### src/rtl/vec_bitwise_pipe.sv
// Two-stage bitwise vector unit: S1 captures the operand set, S2 holds the result.
// Valid/ready on both sides; S1 and S2 form a 2-entry skid so full-rate streaming never bubbles.
module vec_bitwise_pipe #(
   parameter int WIDTH = 8,
   parameter int CNT_W = 16
) (
   input  logic             clk,
   input  logic             rst,
   input  logic             in_valid,
   output logic             in_ready,
   input  logic [2:0]       op,
   input  logic [WIDTH-1:0] a,
   input  logic [WIDTH-1:0] b,
   input  logic [WIDTH-1:0] c,
   output logic             out_valid,
   input  logic             out_ready,
   output logic [WIDTH-1:0] out,
   output logic [CNT_W-1:0] done_cnt
);

   localparam int SH_W   = (WIDTH > 1) ? $clog2(WIDTH) : 1;
   localparam int STAGES = 2;

   typedef enum logic [2:0] {
      OP_PASS  = 3'd0,
      OP_REV   = 3'd1,
      OP_AND   = 3'd2,
      OP_OR    = 3'd3,
      OP_XOR   = 3'd4,
      OP_MUX   = 3'd5,
      OP_ROTL  = 3'd6,
      OP_IMPLY = 3'd7
   } op_e;

   typedef struct packed {
      op_e              op;
      logic [WIDTH-1:0] a;
      logic [WIDTH-1:0] b;
      logic [WIDTH-1:0] c;
   } req_t;

   req_t               s1;
   logic [STAGES:1]    vld_pipe;
   logic               fire_in;
   logic               fire_out;
   logic               adv1;
   logic [WIDTH-1:0]   res;
   logic [WIDTH-1:0]   rev;
   logic [2*WIDTH-1:0] rot_w;

   // S1 may move on whenever S2 is free or S2 is being drained this same cycle.
   assign fire_out  = vld_pipe[2] & out_ready;
   assign adv1      = vld_pipe[1] & (~vld_pipe[2] | out_ready);
   assign in_ready  = ~rst & (~vld_pipe[1] | adv1);
   assign fire_in   = in_valid & in_ready;
   assign out_valid = vld_pipe[2];

   // Doubling the word turns the rotate into a plain shift; the upper half is the result.
   assign rot_w = {s1.a, s1.a} << s1.b[SH_W-1:0];

   always_comb begin
      rev = '0;
      for (int i = 0; i < WIDTH; i++)
         rev[i] = s1.a[WIDTH-1-i];
   end

   always_comb begin
      res = s1.a;
      case (s1.op)
         OP_PASS:  res = s1.a;
         OP_REV:   res = rev;
         OP_AND:   res = s1.a & s1.b;
         OP_OR:    res = s1.a | s1.b;
         OP_XOR:   res = s1.a ^ s1.b;
         OP_MUX:   res = (s1.a & s1.c) | (s1.b & ~s1.c);
         OP_ROTL:  res = rot_w[2*WIDTH-1:WIDTH];
         OP_IMPLY: res = (s1.a & s1.b) | ~s1.a;
         default:  res = s1.a;
      endcase
   end

   always_ff @(posedge clk) begin
      if (rst) begin
         vld_pipe <= '0;
         out      <= '0;
         done_cnt <= '0;
      end else begin
         vld_pipe[1] <= fire_in | (vld_pipe[1] & ~adv1);
         vld_pipe[2] <= adv1 | (vld_pipe[2] & ~out_ready);
         if (adv1)
            out <= res;
         if (fire_out && (done_cnt != '1))
            done_cnt <= done_cnt + CNT_W'(1);
      end
   end

   // Operand capture needs no reset: it is qualified by vld_pipe[1].
   always_ff @(posedge clk) begin
      if (fire_in)
         s1 <= '{op: op_e'(op), a: a, b: b, c: c};
   end

endmodule

### config.mk
export PLATFORM = sky130hd
export DESIGN_NAME = vec_bitwise_pipe
export DESIGN_NICKNAME = d
export VERILOG_FILES = /design/src/rtl/vec_bitwise_pipe.sv
export SDC_FILE = /design/constraint.sdc
export NUM_CORES = 1
export LEC_CHECK = 0
export ABC_CLOCK_PERIOD_IN_PS = 3100
export CAP_MARGIN = 15
export CORE_MARGIN = 5
export CORE_UTILIZATION = 44
export CTS_BUF_LIST = sky130_fd_sc_hd__clkbuf_16
export CTS_CLUSTER_SIZE = 24
export DETAILED_ROUTE_END_ITERATION = 12
export DONT_BUFFER_PORTS = 1
export GPL_ROUTABILITY_DRIVEN = 1
export SYNTH_ARGS = -nofsm -noshare
export SYNTH_HDL_FRONTEND = slang
export SYNTH_SLANG_ARGS = --single-unit
### constraint.sdc
create_clock -name clk -period 3.1 [get_ports clk]
set_input_delay 0.93 -clock clk [delete_from_list [all_inputs] [get_ports clk]]
set_output_delay 0.93 -clock clk [all_outputs]
set_load 0.01 [all_outputs]
==> impl_metrics.env <==
export IMPL_cp_cell_sequence="nor2b_1 -> a21oi_1"
export IMPL_p_leak_nw=1.32
export IMPL_crit_path_top_delay_cell="a21oi_1"
export IMPL_cp_num_buf_inv=0
export IMPL_vias_per_cell=5.86
export IMPL_final_cell_mix="nor2_1, edfxtp_1, dfxtp_1"
export IMPL_path_clk_slew_ns=0.07
export IMPL_syn_avg_cell_area_um2=9.96
export IMPL_fin_nets=370
export IMPL_synth_edff_count=27
export IMPL_dr_pass1_iters=4
export IMPL_num_vias=2424
export IMPL_syn_num_nets=374
export IMPL_cts_tree="built"
export IMPL_min_period_ns=2.19
export IMPL_initial_core_util=0.444
export IMPL_slowest_delay_ns=0.29
export IMPL_ys_warnings_count=0
export IMPL_dieArea_mm2=0.00900
export IMPL_drtIter0Drc=261
export IMPL_power_density_mw_per_mm2=431
export IMPL_cts_sinks=53
export IMPL_gp_congestion=0.900
export IMPL_seq_area_frac_synth=0.420
export IMPL_maxSlewViolCount=0
export IMPL_hold_path_cell_count=2
export IMPL_grt_pass1_vias=2329
export IMPL_io_pins=57
export IMPL_wl_per_cell_um=18.0
export IMPL_peakVddDrop_uv=239
export IMPL_cp_arrival_ns=1.26
export IMPL_min_to="vld_pipe[2]"
export IMPL_h_tree_depth=2
export IMPL_cts_buffers=5
export IMPL_diodes=0
export IMPL_outcome="finished, final reports clean"
export IMPL_r2r_slack_ns=0.91
export IMPL_place_area_mm2=0.00324
export IMPL_endpoint_kind="output pin"
export IMPL_synth_cells=318
export IMPL_syn_to_final_growth_pct=6.67
export IMPL_grt_pass1_wl_um=11900
export IMPL_worstSkewPairLatency_ns=0.29
export IMPL_synth_main_ff_cell="edfxtp_1"
export IMPL_clock_skew_ns=0.00444
export IMPL_post_route_cells_drive_above_1_share=0.0730
export IMPL_portBuffers=0
export IMPL_rsz0062_at_grt="no"
export IMPL_cp_max_fo=5
export IMPL_power_w=0.00146
export IMPL_cts_buffer_depth=2
export IMPL_ant_nets=0
export IMPL_rows=31
export IMPL_fin_area_mm2=0.00338
export IMPL_grt_max_degree=28
export IMPL_drc=0
export IMPL_grt_overflow_total=0
export IMPL_worstMarginPinSlew_ns=0.781
export IMPL_hp_class="flip-flop to flip-flop"
export IMPL_start_kind="input pin"
export IMPL_ys_seq_elements=53
export IMPL_grt_use_total=0.169
export IMPL_rr_endpoint="out[2]"
export IMPL_antenna_found_initial=0
export IMPL_async_flop_share=0
export IMPL_critPathTopFamily="compound AO/OA/AOI/OAI gates"
export IMPL_fmax_mhz=457
export IMPL_post_cts_resized=0
export IMPL_core_area_mm2=0.00714
export IMPL_dp_hpwl_um=5240
export IMPL_cts_hold_buf=0
export IMPL_setup_viol=0
export IMPL_dieWidth_um=94.9
export IMPL_mostFrequentLayoutCell="nor2_1"
export IMPL_tns_ns=0
export IMPL_relSlewSlack=0.479
export IMPL_r2r_start="s1[25]"
export IMPL_root_buffer="clkbuf_16"
export IMPL_wl_um=7470
export IMPL_critical_path_class="input pin to output pin"
export IMPL_chipHeight_um=94.9
export IMPL_syn_area_mm2=0.00317
export IMPL_ys_types=52
export IMPL_worstRegToRegCells=4
export IMPL_cts_setup_buffers=0
export IMPL_cap_violations=0
export IMPL_hold_viol_final=0
export IMPL_cp_depth=2
export IMPL_min_delay_start="vld_pipe[1]"
export IMPL_critPathRequiredTime_ns=2.17
export IMPL_fin_crit_sh=0.706
[synth_stat cells, types with 3 or more instances]
library cell,instances,share of area
mux2i_1,15,0.047
a31oi_1,5,0.0099
o21ai_0,6,0.0095
xor2_1,8,0.022
clkbuf_1,3,0.0036
nor3_1,7,0.011
nand4_1,3,0.0059
a21oi_1,20,0.032
and3_1,3,0.0059
o211ai_1,3,0.0071
inv_1,20,0.024
o22ai_1,4,0.0079
edfxtp_1,27,0.26
nor2b_1,6,0.012
buf_2,9,0.014
ha_1,25,0.099
a22oi_1,4,0.0095
nand3_1,3,0.0047
nand2b_1,5,0.0099
mux2_2,3,0.011
nor2_1,36,0.043
a211oi_1,9,0.021
nand2_1,19,0.023
o221ai_1,8,0.022
dfxtp_1,26,0.16
a221oi_1,6,0.017
[layer usage]
layer	share of wire	track usage	up-vias	wire, um
met3	0.088	0.0446	12	656
li1	-	-	1165	-
met2	0.44	0.257	102	3300
met5	0	0	-	0
met4	0.015	0.0433	0	109
met1	0.46	0.239	1145	3410
[cells by family (layout without fill, tap and decap cells)]
logic type               count (synthesis)  count (layout)  synth area share
buffers and inverters                   34              31            0.0474
XOR/XNOR                                10              10            0.0276
AND/OR/NAND/NOR                         96              96             0.154
AO/OA/AOI/OAI                           80              80             0.180
multiplexers                            20              20            0.0723
flip-flops                              53              53             0.420
adder cells (fa/ha/maj)                 25              25            0.0987
[where the power goes]
group | leakage [nW] | switching, W | internal, W
combinational | 0.781 | 0.0000696 | 0.0000531
clock | 0.0724 | 0.000238 | 0.000294
sequential | 0.464 | 0.0000382 | 0.000763
[how the worst max path moves through the flow]
| stage | startpoint | end | slack (ns) |
|---|---|---|---|
| after floorplan | out_ready | rev[0] | 0.73 |
| after global placement | out_ready | in_ready | 0.92 |
| after detailed placement | out_ready | in_ready | 0.91 |
| after CTS | out_ready | in_ready | 0.91 |
| after global routing | s1[25] | out[2] | 0.80 |
| final | out_ready | in_ready | 0.91 |
[metrics by stage]
| stage | std cells | hold slack, ns | util | setup slack, ns |
|---|---|---|---|---|
| after floorplan | 318 | 0.506 | - | 0.728 |
| after global placement | 406 | 0.538 | 0.454 | 0.916 |
| after detailed placement | 406 | 0.533 | 0.454 | 0.906 |
| after CTS | 414 | 0.544 | 0.474 | 0.906 |
| after global routing | 414 | 0.582 | 0.474 | 0.795 |
| final | 414 | 0.542 | 0.474 | 0.911 |
[tightest hold or removal path, stage by stage, from the launching register on]
cell and delay [ns]:
dfxtp_1 0.35, nor2_1 0.11, nor2_1 0.04
[flip-flops by register name, summed over array words and instances, names as in the netlist]
register,count
done_cnt,16
rev,8
vld_pipe,2
out,8
s1,19
[layout make-up]
type	count	area, um^2
clock buffers	5	125
clock inverters	3	15.0
fillers	698	3760
inverters	20	75.1
multi-input cells	231	1690
flip-flops and latches	53	1330
well taps	99	124
repair buffers	3	22.5
Note: power is estimated with default switching activity, not from simulation.
